<file path="config.mk">
export PLATFORM = sky130hd
export DESIGN_NAME = fp_minmax_pipe_flat
export DESIGN_NICKNAME = d
export VERILOG_FILES = /design/src/rtl/fp_minmax_pipe_pkg.sv /design/src/rtl/fp_minmax_pipe_if.sv /design/src/rtl/fp_minmax_pipe_classify.sv /design/src/rtl/fp_minmax_pipe.sv /design/src/flat_wrapper.sv
export SDC_FILE = /design/constraint.sdc
export NUM_CORES = 1
export LEC_CHECK = 0
export CORE_MARGIN = 2
export CORE_UTILIZATION = 56
export DETAILED_ROUTE_END_ITERATION = 7
export GPL_TIMING_DRIVEN = 0
export PLACE_DENSITY = 0.94
export SLEW_MARGIN = 30
export SYNTH_ARGS = -nofsm -noshare
export SYNTH_HDL_FRONTEND = slang
export SYNTH_SLANG_ARGS = --single-unit
</file>
<file path="constraint.sdc">
create_clock -name in_clk -period 29.9 [get_ports in_clk]
set_clock_uncertainty 0.15 [all_clocks]
set_input_delay 2.99 -clock in_clk [delete_from_list [all_inputs] [get_ports in_clk]]
set_output_delay 2.99 -clock in_clk [all_outputs]
set_load 0.05 [all_outputs]
</file>
<file path="src/rtl/fp_minmax_pipe_pkg.sv">
// Shared FP_Unit definitions: operand class encodings, min/max op codes and
// a canonical quiet-NaN generator usable for any exponent/mantissa split.
// Imported by fp_classify, fp_minmax_pipe and their benches.
package fp_unit_pkg;

  typedef enum logic [2:0] {
    CLS_ZERO = 3'd0,
    CLS_SUB  = 3'd1,
    CLS_NORM = 3'd2,
    CLS_INF  = 3'd3,
    CLS_QNAN = 3'd4,
    CLS_SNAN = 3'd5
  } fp_cls_e;

  localparam logic OP_MIN = 1'b0;
  localparam logic OP_MAX = 1'b1;

  // Widest format the NaN generator supports; callers slice down to width.
  localparam int MAX_FP_WIDTH = 128;

  // Canonical qNaN: sign 0, exponent all ones, fraction MSB set, rest zero.
  function automatic logic [MAX_FP_WIDTH-1:0] canon_qnan(input int exp_w, input int man_w);
    logic [MAX_FP_WIDTH-1:0] one;
    logic [MAX_FP_WIDTH-1:0] r;
    one    = '0;
    one[0] = 1'b1;
    r      = ((one << exp_w) - one) << man_w;
    r      = r | (one << (man_w - 1));
    return r;
  endfunction

endpackage

</file>
<file path="src/rtl/fp_minmax_pipe_if.sv">
// Handshake and data bundle for fp_minmax_pipe.
// Ports: in_valid/in_ready/in_ctrl_minmax/in_numA/in_numB/in_tag (request),
//        out_valid/out_ready/out_num/out_tag/out_nv (result).
interface fp_minmax_pipe_if #(
  parameter int EXP_WIDTH = 11,
  parameter int MAN_WIDTH = 52,
  parameter int TAG_WIDTH = 4
);
  localparam int DATA_WIDTH = 1 + EXP_WIDTH + MAN_WIDTH;

  logic                  in_valid;
  logic                  in_ready;
  logic                  in_ctrl_minmax;
  logic [DATA_WIDTH-1:0] in_numA;
  logic [DATA_WIDTH-1:0] in_numB;
  logic [TAG_WIDTH-1:0]  in_tag;
  logic                  out_valid;
  logic                  out_ready;
  logic [DATA_WIDTH-1:0] out_num;
  logic [TAG_WIDTH-1:0]  out_tag;
  logic                  out_nv;

  // Requester / result consumer side.
  modport master (
    output in_valid, in_ctrl_minmax, in_numA, in_numB, in_tag, out_ready,
    input  in_ready, out_valid, out_num, out_tag, out_nv
  );

  // The min/max unit itself.
  modport slave (
    input  in_valid, in_ctrl_minmax, in_numA, in_numB, in_tag, out_ready,
    output in_ready, out_valid, out_num, out_tag, out_nv
  );
endinterface

</file>
<file path="src/rtl/fp_minmax_pipe_classify.sv">
// fp_classify: combinational class decode and total-order key for one operand.
// Ports: num_i (operand), cls_o (fp_cls_e class), key_o (unsigned ordering key).
// Key: positives map to {1,mag}, negatives to {0,~mag}, so -0 < +0 and
// -inf < finite < +inf under plain unsigned compare.
module fp_classify
  import fp_unit_pkg::*;
#(
  parameter  int EXP_WIDTH = 11,
  parameter  int MAN_WIDTH = 52,
  localparam int DW        = 1 + EXP_WIDTH + MAN_WIDTH
) (
  input  logic [DW-1:0] num_i,
  output fp_cls_e       cls_o,
  output logic [DW-1:0] key_o
);

  logic [EXP_WIDTH-1:0] exp_f;
  logic [MAN_WIDTH-1:0] man_f;

  assign exp_f = num_i[DW-2 -: EXP_WIDTH];
  assign man_f = num_i[MAN_WIDTH-1:0];

  always_comb begin
    cls_o = CLS_NORM;
    if (exp_f == '0) begin
      cls_o = (man_f == '0) ? CLS_ZERO : CLS_SUB;
    end else if (&exp_f) begin
      if (man_f == '0)              cls_o = CLS_INF;
      else if (man_f[MAN_WIDTH-1])  cls_o = CLS_QNAN;
      else                          cls_o = CLS_SNAN;
    end
  end

  assign key_o = num_i[DW-1] ? {1'b0, ~num_i[DW-2:0]} : {1'b1, num_i[DW-2:0]};

endmodule

</file>
<file path="src/rtl/fp_minmax_pipe.sv">
// fp_minmax_pipe: two-stage IEEE-754 min/max with NaN and signed-zero handling.
// Ports: in_clk, in_rst (sync, active high), io (fp_minmax_pipe_if.slave).
// Latency 2, throughput 1/cycle; stages stall under out_ready=0 with stable outputs.
// Optional macro FP_MINMAX_NV_FLAG_EN: out_nv flags any sNaN operand; otherwise 0.
module fp_minmax_pipe
  import fp_unit_pkg::*;
#(
  parameter  int EXP_WIDTH  = 11,
  parameter  int MAN_WIDTH  = 52,
  parameter  int TAG_WIDTH  = 4,
  localparam int DATA_WIDTH = 1 + EXP_WIDTH + MAN_WIDTH
) (
  input logic          in_clk,
  input logic          in_rst,
  fp_minmax_pipe_if.slave io
);

  localparam logic [DATA_WIDTH-1:0] CANON_NAN =
    DATA_WIDTH'(canon_qnan(EXP_WIDTH, MAN_WIDTH));

  fp_cls_e               cls_a, cls_b;
  logic [DATA_WIDTH-1:0] key_a, key_b;

  fp_classify #(.EXP_WIDTH(EXP_WIDTH), .MAN_WIDTH(MAN_WIDTH)) u_cls_a (
    .num_i(io.in_numA), .cls_o(cls_a), .key_o(key_a)
  );
  fp_classify #(.EXP_WIDTH(EXP_WIDTH), .MAN_WIDTH(MAN_WIDTH)) u_cls_b (
    .num_i(io.in_numB), .cls_o(cls_b), .key_o(key_b)
  );

  logic                  s1_valid_q, s1_valid_d;
  logic                  s2_valid_q, s2_valid_d;
  logic                  s1_adv, s2_adv;
  logic [DATA_WIDTH-1:0] s1_a_q, s1_b_q;
  logic                  s1_op_q;
  logic [TAG_WIDTH-1:0]  s1_tag_q;
  fp_cls_e               s1_cls_a_q, s1_cls_b_q;
  logic                  s1_a_lt_b_q, s1_b_lt_a_q;
  logic [DATA_WIDTH-1:0] s2_num_q, s2_num_d;
  logic [TAG_WIDTH-1:0]  s2_tag_q;
  logic                  a_nan, b_nan;

  // A stage moves when it is empty or its successor moves this cycle.
  always_comb begin
    s2_adv     = !s2_valid_q || io.out_ready;
    s1_adv     = !s1_valid_q || s2_adv;
    s1_valid_d = s1_adv ? io.in_valid : s1_valid_q;
    s2_valid_d = s2_adv ? s1_valid_q  : s2_valid_q;
  end

  assign io.in_ready = s1_adv && !in_rst;

  always_ff @(posedge in_clk) begin
    if (in_rst) begin
      s1_valid_q <= 1'b0;
      s2_valid_q <= 1'b0;
    end else begin
      s1_valid_q <= s1_valid_d;
      s2_valid_q <= s2_valid_d;
    end
  end

  // S1 payload: no reset needed, qualified by s1_valid_q.
  always_ff @(posedge in_clk) begin
    if (s1_adv && io.in_valid) begin
      s1_a_q      <= io.in_numA;
      s1_b_q      <= io.in_numB;
      s1_op_q     <= io.in_ctrl_minmax;
      s1_tag_q    <= io.in_tag;
      s1_cls_a_q  <= cls_a;
      s1_cls_b_q  <= cls_b;
      s1_a_lt_b_q <= key_a < key_b;
      s1_b_lt_a_q <= key_b < key_a;
    end
  end

  // Selection; equal keys fall through to A.
  always_comb begin
    a_nan    = (s1_cls_a_q == CLS_QNAN) || (s1_cls_a_q == CLS_SNAN);
    b_nan    = (s1_cls_b_q == CLS_QNAN) || (s1_cls_b_q == CLS_SNAN);
    s2_num_d = s1_a_q;
    if (a_nan && b_nan)        s2_num_d = CANON_NAN;
    else if (a_nan)            s2_num_d = s1_b_q;
    else if (b_nan)            s2_num_d = s1_a_q;
    else if (s1_op_q == OP_MAX) s2_num_d = s1_a_lt_b_q ? s1_b_q : s1_a_q;
    else                       s2_num_d = s1_b_lt_a_q ? s1_b_q : s1_a_q;
  end

  always_ff @(posedge in_clk) begin
    if (in_rst) begin
      s2_num_q <= '0;
      s2_tag_q <= '0;
    end else if (s2_adv && s1_valid_q) begin
      s2_num_q <= s2_num_d;
      s2_tag_q <= s1_tag_q;
    end
  end

  assign io.out_valid = s2_valid_q;
  assign io.out_num   = s2_num_q;
  assign io.out_tag   = s2_tag_q;

`ifdef FP_MINMAX_NV_FLAG_EN
  logic s1_nv_q, s2_nv_q;

  always_ff @(posedge in_clk) begin
    if (s1_adv && io.in_valid) begin
      s1_nv_q <= (cls_a == CLS_SNAN) || (cls_b == CLS_SNAN);
    end
  end

  always_ff @(posedge in_clk) begin
    if (in_rst) begin
      s2_nv_q <= 1'b0;
    end else if (s2_adv && s1_valid_q) begin
      s2_nv_q <= s1_nv_q;
    end
  end

  assign io.out_nv = s2_nv_q;
`else
  assign io.out_nv = 1'b0;
`endif

endmodule

</file>
<file path="src/flat_wrapper.sv">
// flat-port wrapper written by rule: the top's interface ports become plain ports
module fp_minmax_pipe_flat import fp_unit_pkg::*;
#(
  parameter  int EXP_WIDTH  = 11,
  parameter  int MAN_WIDTH  = 52,
  parameter  int TAG_WIDTH  = 4,
  localparam int DATA_WIDTH = 1 + EXP_WIDTH + MAN_WIDTH
)
  (in_clk, in_rst, io_in_valid, io_in_ctrl_minmax, io_in_numA, io_in_numB, io_in_tag, io_out_ready, io_in_ready, io_out_valid, io_out_num, io_out_tag, io_out_nv);
  fp_minmax_pipe_if #(.EXP_WIDTH(EXP_WIDTH), .MAN_WIDTH(MAN_WIDTH), .TAG_WIDTH(TAG_WIDTH)) io_i ();
  input logic in_clk;
  input logic in_rst;
  input wire logic [$bits(io_i.in_valid)-1:0] io_in_valid;
  input wire logic [$bits(io_i.in_ctrl_minmax)-1:0] io_in_ctrl_minmax;
  input wire logic [$bits(io_i.in_numA)-1:0] io_in_numA;
  input wire logic [$bits(io_i.in_numB)-1:0] io_in_numB;
  input wire logic [$bits(io_i.in_tag)-1:0] io_in_tag;
  input wire logic [$bits(io_i.out_ready)-1:0] io_out_ready;
  output wire logic [$bits(io_i.in_ready)-1:0] io_in_ready;
  output wire logic [$bits(io_i.out_valid)-1:0] io_out_valid;
  output wire logic [$bits(io_i.out_num)-1:0] io_out_num;
  output wire logic [$bits(io_i.out_tag)-1:0] io_out_tag;
  output wire logic [$bits(io_i.out_nv)-1:0] io_out_nv;
  assign io_i.in_valid = io_in_valid;
  assign io_i.in_ctrl_minmax = io_in_ctrl_minmax;
  assign io_i.in_numA = io_in_numA;
  assign io_i.in_numB = io_in_numB;
  assign io_i.in_tag = io_in_tag;
  assign io_i.out_ready = io_out_ready;
  assign io_in_ready = io_i.in_ready;
  assign io_out_valid = io_i.out_valid;
  assign io_out_num = io_i.out_num;
  assign io_out_tag = io_i.out_tag;
  assign io_out_nv = io_i.out_nv;
  fp_minmax_pipe #(.EXP_WIDTH(EXP_WIDTH), .MAN_WIDTH(MAN_WIDTH), .TAG_WIDTH(TAG_WIDTH)) u_core (.in_clk(in_clk), .in_rst(in_rst), .io(io_i));
endmodule
</file>
==> results.cfg <==
[worst_hold_path]
hold_path_class = reg2reg
min_to = u_core.io.out_tag[3]
min_from = u_core.io.out_tag[3]
hold_depth = 2

[clock_tree]
cts-buffers-inserted = 22
ctsResizeCount = 0
cts_root_buffer = clkbuf_16
clk_path_buf_depth = 3
post_cts_buffers = 0
cts_max_level = 1
path_clk_slew_ns = 0.06
insertion_delay_ns = 0.51
clkSinkCount = 209
ctsHoldBuffers = 0
tritoncts = built

[grt]
grt_pass1_vias = 8418
grt_first_pass_wirelength_um = 44500
grtUsageTotal = 0.292
overflow = 0
grt_max_degree = 25
grt_antenna_before_repair = 0

[sta]
rsz0062_at_grt = false
relSlewSlack = 0.383
finalHoldViolCount = 0
setup_violations = 0
max_freq_mhz = 126
holdWs_ns = 0.317
fin_crit_sh = 0.265
tightest_slew_ns = 0.902
fin_crit_ns = 7.92
final.setup.tns_ns = 0
drv_slew = 0

[die]
ioPinCount = 208
die_h_um = 138
core_area_sq_um = 17800
start_util = 0.565
design.die.area_sq_um = 19100
rows = 49
die_w_um = 138

[setup_path]
regToRegSetupSlack_ns = 27.36
critical_path.max_fanout = 10
cpMaxStageDelayCell = clkdlybuf4s50_1
r2r_cells = 6
critPathCaptureType = output port
critPathLaunch = in_rst
max_stage_delay_ns = 0.73
r2r-end = u_core.io.out_num[22]
cp_data_required_time_ns = 26.76
crit_top_cell = clkbuf_1
arrival_ns = 4.78
cp-start-kind = input port
crit_type = in2out
crit_chain = clkbuf_1 -> clkbuf_1 -> a21oi_1 -> clkdlybuf4s50_1
timing.rr.start = u_core.io.out_valid

[layout]
postLayoutCoreUtil = 0.744
n_antenna_cell = 0
drive_gt1_frac = 0.0529
nFillCells = 1129
final_cell_area_sq_um = 13300
area_growth_pct = 31.6
finalNetCount = 1377

[pwr]
power_density_nw_per_um2 = 56.6
irDropWorstVdd_mv = 0.0413
total_power_mw = 0.751
leakagePower_nw = 4.94

[logic_synthesis]
synthArstFlopShare = 0
ys_seq_area_frac = 0.553
synth_edf_count = 139
syn_area_per_cell_sq_um = 10.7
synth_cells = 940
ys_ff_latch = 209
synth_ff_type = edfxtp_1
ys_types = 41
syn_area_sq_um = 10100
synthesis.nets = 1141
yosysWarnings = 0

[placement]
port_buffers = 205
gp_congestion = 0.848
dpl_cell_area_sq_um = 12600
dp_hpwl_um = 20900

[route]
postRouteAntennaNets = 0
drt-wirelength-per-cell_um = 20.3
route.detailed.drc = 0
firstDrtPassIters = 7
avgViaCountPerCell = 5.92
vias = 8409
dr.first_iter.drc_count = 732
routed_wirelength_um = 28900

[run]
drv_cap = 0

[run_status]
status = finished clean
flip-flops by register name, summed over array words and instances, names as in the netlist:
name and cells:
u_core.s1_valid_q 1, u_core.s1_a_q 64, u_core.s1_cls_a_q 2, u_core.s1_b_q 64
u_core.io.out_valid 1, u_core.s1_b_lt_a_q 1, u_core.io.out_num 64, u_core.s1_cls_b_q 2
u_core.s1_tag_q 4, u_core.io.out_tag 4, u_core.s1_a_lt_b_q 1, u_core.s1_op_q 1
synth_stat cells (all sizes together) (3+ instances only):
| cell type | count | area (sq um) |
|---|---|---|
| nor2 | 77 | 289 |
| o21ai | 9 | 45.0 |
| nor4 | 36 | 225 |
| clkbuf | 18 | 67.6 |
| and2 | 3 | 18.8 |
| a311oi | 12 | 105 |
| xnor2 | 63 | 552 |
| buf | 32 | 150 |
| xor2 | 63 | 552 |
| edfxtp | 139 | 4170 |
| a21oi | 137 | 689 |
| nand3 | 9 | 45.0 |
| nand4 | 23 | 144 |
| nor2b | 4 | 25.0 |
| nand2 | 149 | 559 |
| ha | 64 | 801 |
| dfxtp | 70 | 1400 |
| a21o | 6 | 45.0 |
where the power goes:
group | total (mW) | internal [mW] | switching (mW) | leakage [nW]
Combinational | 0.158 | 0.0630 | 0.0947 | 2.68
Clock | 0.260 | 0.149 | 0.111 | 0.336
Sequential | 0.333 | 0.327 | 0.00668 | 1.93
how the worst max path moves through the flow:
stage | end | slack [ns] | cells past startpoint
floorplan | u_core.s1_a_lt_b_q | 15.78 | 2
global placement | u_core.s1_a_q[36] | 12.08 | 3
detailed placement | io_in_ready | 22.00 | 4
CTS | io_in_ready | 22.02 | 4
global route | io_in_ready | 21.97 | 4
finish | io_in_ready | 21.98 | 4
cell families after synthesis:
group                      count (synthesis)  synth area share
and+or+nand+nor                          308             0.135
adders and majority gates                 64            0.0794
other                                      1          0.000372
buffers and inverters                     52            0.0223
muxes                                      1          0.000992
AOI/OAI and AO/OA                        179            0.0997
xor gates and xnor gates                 126             0.109
DFF                                      209             0.553
layer usage:
layer | global-route usage | up-vias | routed length, um
met1 | 0.367 | 4012 | 11000
met4 | 0.116 | 0 | 1150
met3 | 0.0450 | 89 | 2400
met2 | 0.509 | 478 | 14300
li1 | - | 3830 | -
met5 | 0 | - | 0
layout make-up:
cell class	count	area (sq um)	area share
buffer	50	218	0.0164
clock buffer	34	647	0.0487
clock inverter	6	42.5	0.00321
inverter	2	7.51	0.000566
multi-input combinational	679	4300	0.324
sequential	209	5580	0.420
tap	229	287	0.0216
timing repair buffer	212	2190	0.165
per-stage QoR:
step | std cells | worst slack [ns]
after floorplan | 940 | 15.78
after global placement | 1374 | 12.08
after detailed placement | 1381 | 22.00
after CTS | 1421 | 22.02
after global routing | 1421 | 21.97
final | 1421 | 21.98
placed cells by master, fill, tap and decap left out, drive strengths merged, types with 2 or more instances in the layout:
master         instances
a21o                   6
a21oi                137
a221o                  2
a311oi                12
a31oi                  2
and2                   3
and4                   2
buf                   39
clkbuf                52
clkdlybuf4s50        205
clkinv                 6
dfxtp                 70
edfxtp               139
ha                    64
inv                    2
nand2                149
nand2b                 2
nand3                  9
nand4                 23
nor2                  77
nor2b                  4
nor3                   2
nor4                  36
o21a                   2
o21ai                  9
xnor2                 63
xor2                  63
worst max-delay path: cells and delay by family:
family	cells	cell delay, ns
buffers and inverters	3	1.70
AOI/OAI and AO/OA	1	0.09
(Power assumes the default switching activity.)
